$ cat config.mk
export PLATFORM = sky130hd
export DESIGN_NAME = fiber_rx
export DESIGN_NICKNAME = d
export VERILOG_FILES = /design/src/rtl/fiber_pkg.sv /design/src/rtl/fiber_sync.sv /design/src/rtl/fiber_rx.sv
export SDC_FILE = /design/constraint.sdc
export NUM_CORES = 1
export LEC_CHECK = 0
export ABC_AREA = 1
export CORE_ASPECT_RATIO = 0.6
export CORE_MARGIN = 10
export CORE_UTILIZATION = 35
export DETAILED_ROUTE_END_ITERATION = 6
export PLACE_DENSITY = 0.55
export SYNTH_ARGS = -nofsm -noshare
export SYNTH_HDL_FRONTEND = slang
export SYNTH_SLANG_ARGS = --single-unit
$ cat constraint.sdc
create_clock -name clk -period 4.5 [get_ports clk]
set_clock_uncertainty 0.15 [all_clocks]
set_input_delay 0.9 -clock clk [delete_from_list [all_inputs] [get_ports clk]]
set_output_delay 0.9 -clock clk [all_outputs]
set_load 0.05 [all_outputs]
$ cat src/rtl/fiber_pkg.sv
// Shared definitions for the fiber link: frame geometry, receiver states and
// the frame checksum used by the transmitter, the receiver and the bench.
package fiber_pkg;

    localparam int BIT_CLKS   = 10;
    localparam int VOLT_W     = 12;
    localparam int INFO_W     = 14;
    localparam int CHK_W      = 7;
    localparam int FRAME_BITS = 80;
    localparam int SHIFT_W    = VOLT_W + INFO_W + CHK_W;

    typedef enum logic [1:0] {
        IDLE,
        START,
        DATA,
        STOP
    } rx_state_e;

    // Nibble-wise sum of voltage and info fields; the largest value is 93, so
    // seven bits never overflow.
    function automatic logic [CHK_W-1:0] fiber_chk(
        input logic [VOLT_W-1:0] volt,
        input logic [INFO_W-1:0] info
    );
        logic [CHK_W-1:0] sum;
        sum = CHK_W'(volt[3:0]) + CHK_W'(volt[7:4]) + CHK_W'(volt[11:8])
            + CHK_W'(info[3:0]) + CHK_W'(info[7:4]) + CHK_W'(info[11:8])
            + CHK_W'(info[13:12]);
        return sum;
    endfunction

endpackage

$ cat src/rtl/fiber_sync.sv
// Two-flop synchroniser for the raw fiber line plus a falling-edge detector.
// Flops reset to 1 so an idle-high line never looks like a start edge.
module fiber_sync (
    input  logic clk,
    input  logic rst_n,
    input  logic line_in,
    output logic line_s,
    output logic fall
);

    logic meta_q, meta_d;
    logic sync_q, sync_d;
    logic prev_q, prev_d;

    // Next values of the synchroniser chain and the edge-history flop.
    always_comb begin
        meta_d = line_in;
        sync_d = meta_q;
        prev_d = sync_q;
    end

    // Synchroniser and edge-history registers.
    always_ff @(posedge clk) begin
        if (!rst_n) begin
            meta_q <= 1'b1;
            sync_q <= 1'b1;
            prev_q <= 1'b1;
        end else begin
            meta_q <= meta_d;
            sync_q <= sync_d;
            prev_q <= prev_d;
        end
    end

    assign line_s = sync_q;
    assign fall   = prev_q & ~sync_q;

endmodule

$ cat src/rtl/fiber_rx.sv
// Fiber frame receiver: finds the start bit, samples 33 payload bits at
// mid-bit, checks stop bit and checksum, and holds the last good frame.
module fiber_rx #(
    parameter int BIT_CLKS     = fiber_pkg::BIT_CLKS,
    parameter int SAMPLE_PT    = 4,
    parameter int LINK_TIMEOUT = 3200
) (
    input  logic        clk,
    input  logic        rst_n,
    input  logic        COMM_R,
    output logic [11:0] udc_volt,
    output logic [11:0] err_info,
    output logic        modu_run,
    output logic        byp_ok,
    output logic        frame_valid,
    output logic        chk_err,
    output logic        frm_err,
    output logic        link_lost
);
    import fiber_pkg::*;

    localparam int CNT_W = $clog2(BIT_CLKS);
    localparam int TMR_W = $clog2(LINK_TIMEOUT + 1);

    logic line_s, fall;

    fiber_sync u_sync (
        .clk     (clk),
        .rst_n   (rst_n),
        .line_in (COMM_R),
        .line_s  (line_s),
        .fall    (fall)
    );

    rx_state_e          state_q, state_d;
    logic [CNT_W-1:0]   cnt_q, cnt_d;
    logic [5:0]         idx_q, idx_d;
    logic [SHIFT_W-1:0] shift_q, shift_d;
    logic [11:0]        volt_q, volt_d;
    logic [11:0]        err_q, err_d;
    logic               run_q, run_d;
    logic               byp_q, byp_d;
    logic               fv_q, fv_d;
    logic               ce_q, ce_d;
    logic               fe_q, fe_d;
    logic [TMR_W-1:0]   timer_q, timer_d;
    logic               lost_q, lost_d;

    logic               sample_hit;
    logic [VOLT_W-1:0]  rx_volt;
    logic [INFO_W-1:0]  rx_info;
    logic [CHK_W-1:0]   rx_chk;

    // Frame FSM: bit-cell counter runs freely outside IDLE, so every sample
    // lands SAMPLE_PT clocks into its cell relative to the start edge.
    always_comb begin
        sample_hit = (cnt_q == CNT_W'(SAMPLE_PT));
        rx_volt    = shift_q[VOLT_W-1:0];
        rx_info    = shift_q[VOLT_W+INFO_W-1:VOLT_W];
        rx_chk     = shift_q[SHIFT_W-1:VOLT_W+INFO_W];
        state_d    = state_q;
        cnt_d      = (cnt_q == CNT_W'(BIT_CLKS - 1)) ? '0 : cnt_q + 1'b1;
        idx_d      = idx_q;
        shift_d    = shift_q;
        volt_d     = volt_q;
        err_d      = err_q;
        run_d      = run_q;
        byp_d      = byp_q;
        fv_d       = 1'b0;
        ce_d       = 1'b0;
        fe_d       = 1'b0;
        case (state_q)
            IDLE: begin
                cnt_d = '0;
                if (fall) state_d = START;
            end
            START: begin
                if (sample_hit) begin
                    if (!line_s) begin
                        idx_d   = '0;
                        state_d = DATA;
                    end else begin
                        state_d = IDLE;
                    end
                end
            end
            DATA: begin
                if (sample_hit) begin
                    shift_d = {line_s, shift_q[SHIFT_W-1:1]};
                    if (idx_q == 6'(SHIFT_W - 1)) state_d = STOP;
                    else idx_d = idx_q + 1'b1;
                end
            end
            STOP: begin
                if (sample_hit) begin
                    state_d = IDLE;
                    if (!line_s) begin
                        fe_d = 1'b1;
                    end else if (fiber_chk(rx_volt, rx_info) == rx_chk) begin
                        fv_d   = 1'b1;
                        volt_d = rx_volt;
                        err_d  = rx_info[11:0];
                        run_d  = rx_info[12];
                        byp_d  = rx_info[13];
                    end else begin
                        ce_d = 1'b1;
                    end
                end
            end
            default: state_d = IDLE;
        endcase
    end

    // Link timer: restarts with each good frame, saturates at the timeout.
    always_comb begin
        if (fv_d) timer_d = '0;
        else if (timer_q == TMR_W'(LINK_TIMEOUT)) timer_d = timer_q;
        else timer_d = timer_q + 1'b1;
        lost_d = (timer_d == TMR_W'(LINK_TIMEOUT));
    end

    // State, datapath and output registers; reset leaves the link marked lost.
    always_ff @(posedge clk) begin
        if (!rst_n) begin
            state_q <= IDLE;
            cnt_q   <= '0;
            idx_q   <= '0;
            shift_q <= '0;
            volt_q  <= '0;
            err_q   <= '0;
            run_q   <= 1'b0;
            byp_q   <= 1'b0;
            fv_q    <= 1'b0;
            ce_q    <= 1'b0;
            fe_q    <= 1'b0;
            timer_q <= TMR_W'(LINK_TIMEOUT);
            lost_q  <= 1'b1;
        end else begin
            state_q <= state_d;
            cnt_q   <= cnt_d;
            idx_q   <= idx_d;
            shift_q <= shift_d;
            volt_q  <= volt_d;
            err_q   <= err_d;
            run_q   <= run_d;
            byp_q   <= byp_d;
            fv_q    <= fv_d;
            ce_q    <= ce_d;
            fe_q    <= fe_d;
            timer_q <= timer_d;
            lost_q  <= lost_d;
        end
    end

    assign udc_volt    = volt_q;
    assign err_info    = err_q;
    assign modu_run    = run_q;
    assign byp_ok      = byp_q;
    assign frame_valid = fv_q;
    assign chk_err     = ce_q;
    assign frm_err     = fe_q;
    assign link_lost   = lost_q;

endmodule

==> flow_summary.json, run 1 <==
{
  "hpwlAfterDp_mm": 7.17,
  "cts_root_buffer": "clkbuf_16",
  "synthTopCellsByArea": "dfxtp_1 (42%), nand2_1 (11%), fa_1 (8.4%)",
  "nets": 623,
  "hold_path_class": "register to register",
  "start_util_pct": 35.6,
  "synth_area_leader_cell": "dfxtp_1",
  "holdPathStages": 1,
  "r2r_cells": 17,
  "drt-initial-drc-count": 226,
  "finalWorstSetupSlack_ps": 247,
  "overflow": 0,
  "maxSlewHeadroom_pct": 35.0,
  "wire_per_inst_um": 13.4,
  "yosys_warnings": 0,
  "yosysSeqAreaShare_pct": 42.1,
  "synth.avg_cell_area_um2": 7.60,
  "grt_start_max_net_pins": 67,
  "worstPathArrival_ps": 4390,
  "grt_use_total_pct": 12.0,
  "rsz0062_at_grt": "no",
  "ys_ff_latch": 90,
  "row_count": 31,
  "cts_tree": "yes",
  "synth-main-ff-cell": "dfxtp_1",
  "final_antenna_net_count": 0,
  "postCtsHoldBufs": 0,
  "cp-end-kind": "register",
  "fillCellCount": 1211,
  "p_leak_nw": 2.31,
  "maxSlewViolCount": 0,
  "async_flop_share_pct": 0,
  "cp-start-kind": "register",
  "clock.fmax_mhz": 235,
  "diodes": 0,
  "core_um2": 12000,
  "grt_pass1_vias": 3285,
  "grt_pass1_wl_mm": 16.8,
  "die_w_um": 163,
  "dr.pass1.iters": 6,
  "maxCapViolations": 0,
  "syn2layout_area_growth_pct": 18.3,
  "worst_ep_required_time_ps": 4630,
  "cts_max_path_buffers": 2,
  "portBuffers": 32,
  "place_congestion": 0.823,
  "pin_count": 33,
  "wirelength_mm": 10.2,
  "die_y_um": 106,
  "drc": 0,
  "layout-drive-gt1-share_pct": 5.20,
  "cts.clk_slew.worst_paths_ps": 60,
  "period_share_pct": 94.5,
  "routed_via_density": 4.66,
  "synthCells": 563,
  "clock_latency_ps": 350,
  "path_class": "register to register",
  "finalHoldViolations": 0,
  "finalSetupViolCount": 0,
  "setup_tns_ps": 0,
  "worst_slew_pin_slew_ps": 973,
  "finalCriticalPeriod_ps": 4250,
  "dp_slack_ps": 264,
  "num_vias": 3544,
  "synth.distinct_cells": 32,
  "power_density_nw_per_um2": 328,
  "die_area_um2": 17200,
  "antenna_found_initial": 0,
  "htreeDepth": 3,
  "numCtsBuffers": 9,
  "clock_sinks": 90,
  "syn_nets": 595,
  "synth_top_cell_area_share_pct": 42.1,
  "critPathMaxFanout": 13,
  "status": "complete, no violations",
  "vdd_drop_max_mv": 0.155,
  "syn_area_um2": 4280,
  "synth_edf_count": 0
}
==> timing repair <==
item,CTS,global route
resized for setup,0,0
endpoints found under the setup margin,0,1
buffers inserted,0,0
==> layout by cell type (no fill, tap or decap), drive strengths merged <==
master         instances
o21ai                 41
clkinv                 3
nand4                  5
inv                   72
nand3                 51
a211oi                 1
xor2                   4
a31oi                  1
dfxtp                 90
a211o                  1
a21oi                 24
nor3                   7
clkbuf                11
xnor2                  3
ha                    11
nand3b                 3
clkdlybuf4s50         31
nor2                  83
nor3b                  2
fa                    18
nand2                123
or2                    3
and3                   1
buf                    5
bufinv                 1
o21bai                 1
==> flip-flops by register name, summed over array words and instances (netlist names), 4 cells and up, named ones only <==
register  count
cnt_q         4
err_info     12
idx_q         6
shift_q      33
timer_q      12
udc_volt     12
==> where the power goes <==
group,switching [W],leakage [nW],total [W],internal [W]
Combinational,0.0000488,1.43,0.0000699,0.0000211
Clock,0.000320,0.156,0.000784,0.000464
Sequential,0.00000513,0.725,0.000808,0.000803
Total,0.000374,2.31,0.00166,0.00129
==> final timing paths <==
kind | from | endpoint | slack [ps]
min | u_sync.meta_q$_SDFF_PN1_ | u_sync.line_s$_SDFF_PN1_ | 280
min reg2reg | u_sync.meta_q$_SDFF_PN1_ | u_sync.line_s$_SDFF_PN1_ | 280
max | shift_q[1]$_SDFFE_PN0P_ | err_info[0]$_SDFFE_PN0P_ | 250
max reg2reg | shift_q[1]$_SDFFE_PN0P_ | err_info[0]$_SDFFE_PN0P_ | 250
==> critical path, stage by stage, from the launching register on <==
cell and delay (ps):
dfxtp_1 360, fa_1 540, inv_1 50, fa_1 500, fa_1 550, inv_1 40, ha_1 240, fa_1 520
nand2_1 60, nand2_1 60, nand3_1 90, nor2_1 100, nand2_1 70, inv_2 70, nand4_4 210, nor2_4 420
nand2_1 110, nand2_1 70
==> synthesized netlist by cell type, types with 2 or more instances <==
| cell type | number |
|---|---|
| a21oi_1 | 24 |
| fa_1 | 18 |
| xor2_1 | 4 |
| nor3b_1 | 2 |
| nand2_1 | 122 |
| ha_1 | 11 |
| buf_6 | 2 |
| nor2_1 | 80 |
| nand4_1 | 4 |
| dfxtp_1 | 90 |
| o21ai_0 | 41 |
| nand3_1 | 50 |
| buf_2 | 6 |
| buf_1 | 5 |
| nand3b_1 | 3 |
| or2_2 | 2 |
| inv_1 | 70 |
| xnor2_1 | 3 |
| nor3_1 | 7 |
| clkbuf_1 | 7 |
==> cells by family (layout without fill, tap and decap cells) <==
logic type	count (synthesis)	after routing	share of synthesized area, %
XOR/XNOR	7	7	1.43
adder cells (fa/ha/maj)	29	29	11.6
AND/OR/NAND/NOR	277	278	28.0
buffers and inverters	91	123	8.51
AO/OA/AOI/OAI	69	69	8.30
flip-flops	90	90	42.1
==> routing by layer <==
metal / global-route usage [%] / part of all wire [%] / vias up
met5: 0 / 0 / -
met4: 3.46 / 1.0 / 0
met3: 3.54 / 6.7 / 10
met2: 15.9 / 39 / 96
met1: 18.0 / 53 / 1601
li1: - / - / 1837
==> metrics by stage <==
stage | power [W] | instances | hold WS (ps) | utilization [%] | area [µm²]
floorplan | 0.000873 | 563 | 243 | - | 4280
global placement | 0.000893 | 744 | 269 | 39.4 | 4740
detailed placement | 0.000896 | 744 | 252 | 39.4 | 4740
CTS | 0.00169 | 760 | 284 | 42.0 | 5050
global route | 0.00173 | 761 | 306 | 42.1 | 5060
finish | 0.00166 | 761 | 284 | 42.1 | 5060
==> layout make-up <==
type | count | area (µm²) | area share, %
Clock inverter | 5 | 61.3 | 1.21
Sequential cell | 90 | 1800 | 35.6
Clock buffer | 11 | 253 | 4.99
Tap cell | 165 | 206 | 4.08
Inverter | 71 | 267 | 5.26
Multi-Input combinational cell | 383 | 2130 | 42.0
Timing Repair Buffer | 36 | 345 | 6.82
Note: power is estimated with default switching activity, not from simulation.
==> run 2, diff against run 1 <==
--- a/config.mk
+++ b/config.mk
@@ -6,11 +6,13 @@
 export NUM_CORES = 1
 export LEC_CHECK = 0
 export ABC_AREA = 1
+export CELL_PAD_IN_SITES_DETAIL_PLACEMENT = 1
+export CELL_PAD_IN_SITES_GLOBAL_PLACEMENT = 1
 export CORE_ASPECT_RATIO = 0.6
 export CORE_MARGIN = 10
 export CORE_UTILIZATION = 35
 export DETAILED_ROUTE_END_ITERATION = 6
-export PLACE_DENSITY = 0.55
+export PLACE_DENSITY = 0.7
 export SYNTH_ARGS = -nofsm -noshare
 export SYNTH_HDL_FRONTEND = slang
 export SYNTH_SLANG_ARGS = --single-unit
==> constraint.sdc (replaced) <==
create_clock -name clk -period 5.4 [get_ports clk]
set_clock_uncertainty 0.15 [all_clocks]
set_input_delay 1.08 -clock clk [delete_from_list [all_inputs] [get_ports clk]]
set_output_delay 1.08 -clock clk [all_outputs]
set_load 0.05 [all_outputs]
==> flow_summary.json, run 2 (synthesis results as in run 1) <==
{
  "cts_max_path_buffers": 2,
  "largest_reg_flops": 33,
  "rsz0062_at_grt": "no",
  "grt_pass1_wl_mm": 18.8,
  "finalWorstSetupSlack_ps": 955,
  "drc": 0,
  "critPathMaxFanout": 27,
  "postLayoutCoreUtil_pct": 41.8,
  "diodes": 0,
  "dp_slack_ps": 978,
  "place_congestion": 0.757,
  "total_power_w": 0.00137,
  "hold-path-endpoint": "u_sync.line_s$_SDFF_PN1_",
  "routed.top_layer": "met4",
  "cts_resized": 0,
  "maxCapViolations": 0,
  "maxSlewViolCount": 0,
  "nets": 621,
  "die_y_um": 106,
  "wirelength_mm": 11.1,
  "final_antenna_net_count": 0,
  "cts.clk_slew.worst_paths_ps": 70,
  "finalCriticalPeriod_ps": 4440,
  "grt_start_max_net_pins": 68,
  "cp-start-kind": "register",
  "core_um2": 12000,
  "regMostFlops": "shift_q",
  "start_util_pct": 35.6,
  "worst_slew_pin_slew_ps": 943,
  "r2r-end": "udc_volt[5]$_SDFFE_PN0P_",
  "min_from": "u_sync.meta_q$_SDFF_PN1_",
  "layout-drive-gt1-share_pct": 4.71,
  "p_leak_nw": 2.29,
  "finalSetupViolCount": 0,
  "wire_per_inst_um": 14.6,
  "maxSlewHeadroom_pct": 37.0,
  "path_class": "register to register",
  "period_share_pct": 82.3,
  "cts_setup_buffers": 0,
  "antenna_found_initial": 0,
  "holdPathStages": 1,
  "final_common_cell": "nand2_1",
  "hpwlAfterDp_mm": 8.31,
  "holdWs_ps": 271,
  "vdd_drop_max_mv": 0.133,
  "overflow": 0,
  "postCtsHoldBufs": 0,
  "routed_via_density": 4.80,
  "numCtsBuffers": 9,
  "hold_path_class": "register to register",
  "grt_use_total_pct": 13.3,
  "cts_root_buffer": "clkbuf_16",
  "worstPathArrival_ps": 4580,
  "fillCellCount": 1507,
  "num_vias": 3644,
  "cts_tree": "yes",
  "reg2reg_slack_ps": 960,
  "drt-initial-drc-count": 203,
  "grt_pass1_vias": 3763,
  "timing.rr.start": "shift_q[1]$_SDFFE_PN0P_",
  "status": "complete, no violations",
  "portBuffers": 32,
  "clock.fmax_mhz": 225,
  "dr_wl_met3_um": 423,
  "drt-met1-wl_mm": 5.74,
  "dr.pass1.iters": 4,
  "setup_tns_ps": 0,
  "cp-end-kind": "register",
  "die_w_um": 163,
  "mostFrequentLayoutCells": "nand2_1 (122), dfxtp_1 (90), nor2_1 (79), inv_1 (70), nand3_1 (50)",
  "worst_ep_required_time_ps": 5540,
  "htreeDepth": 3,
  "pin_count": 33,
  "finalHoldViolations": 0,
  "wl_met2_mm": 4.90,
  "clock_latency_ps": 340,
  "power_density_nw_per_um2": 272,
  "row_count": 31,
  "clock_sinks": 90,
  "syn2layout_area_growth_pct": 17.5,
  "die_area_um2": 17200,
  "r2r_cells": 18
}
run 2: cell types whose count changed in the layout (fill, tap and decap cells not counted):
cell,before,now
buf_4,4,3
clkbuf_1,0,1
clkbuf_8,2,0
clkinv_2,1,0
clkinv_4,2,1
clkinvlp_4,0,1
inv_6,1,3
nor2_4,2,1
run 2: report_power, final:
group / internal (W) / switching [W]
logic: 0.0000175 / 0.0000384
registers: 0.000669 / 0.00000403
clock network: 0.000365 / 0.000276
run 2: layout make-up:
type / instances / area [µm²] / share of cell area [%]
Inverter: 71 / 267 / 5.30
Clock inverter: 6 / 72.6 / 1.44
Timing Repair Buffer: 35 / 338 / 6.71
Clock buffer: 10 / 229 / 4.55
Sequential cell: 90 / 1800 / 35.8
Tap cell: 165 / 206 / 4.10
Multi-Input combinational cell: 382 / 2120 / 42.1
run 2: through the flow:
step / area, µm² / instances
floorplan: 4280 / 563
global placement: 4730 / 743
detailed placement: 4730 / 743
CTS: 5030 / 759
global route: 5030 / 759
finish: 5030 / 759
run 2: critical path, cell delays in order, from the launching register on:
cell     delay (ps)
dfxtp_1         370
fa_1            560
inv_1            60
fa_1            500
fa_1            550
inv_1            50
ha_1            250
fa_1            470
inv_1            70
nand2_1          50
nand2_1          50
nand3_1          90
nor2_1          140
nand2_1          90
inv_2            80
nand4_4         170
nor2_8          390
nand2_1         180
nand2_1          90
run 2: worst max path at each step:
stage | start | endpoint | slack, ps | cells past startpoint
final | shift_q[1]$_SDFFE_PN0P_ | udc_volt[5]$_SDFFE_PN0P_ | 960 | 18
after CTS | shift_q[1]$_SDFFE_PN0P_ | udc_volt[5]$_SDFFE_PN0P_ | 940 | 18
after floorplan | shift_q[1]$_SDFFE_PN0P_ | timer_q[10]$_SDFF_PN1_ | 1550 | 17
after global routing | shift_q[1]$_SDFFE_PN0P_ | udc_volt[5]$_SDFFE_PN0P_ | 660 | 18
after detailed placement | shift_q[1]$_SDFFE_PN0P_ | udc_volt[5]$_SDFFE_PN0P_ | 980 | 18
after global placement | shift_q[1]$_SDFFE_PN0P_ | udc_volt[5]$_SDFFE_PN0P_ | 1100 | 18
run 2: routing by layer:
| metal | vias to the layer above | GRT usage [%] |
|---|---|---|
| li1 | 1820 | - |
| met1 | 1775 | 18.3 |
| met2 | 45 | 20.3 |
| met3 | 4 | 3.54 |
| met4 | 0 | 3.14 |
| met5 | - | 0 |
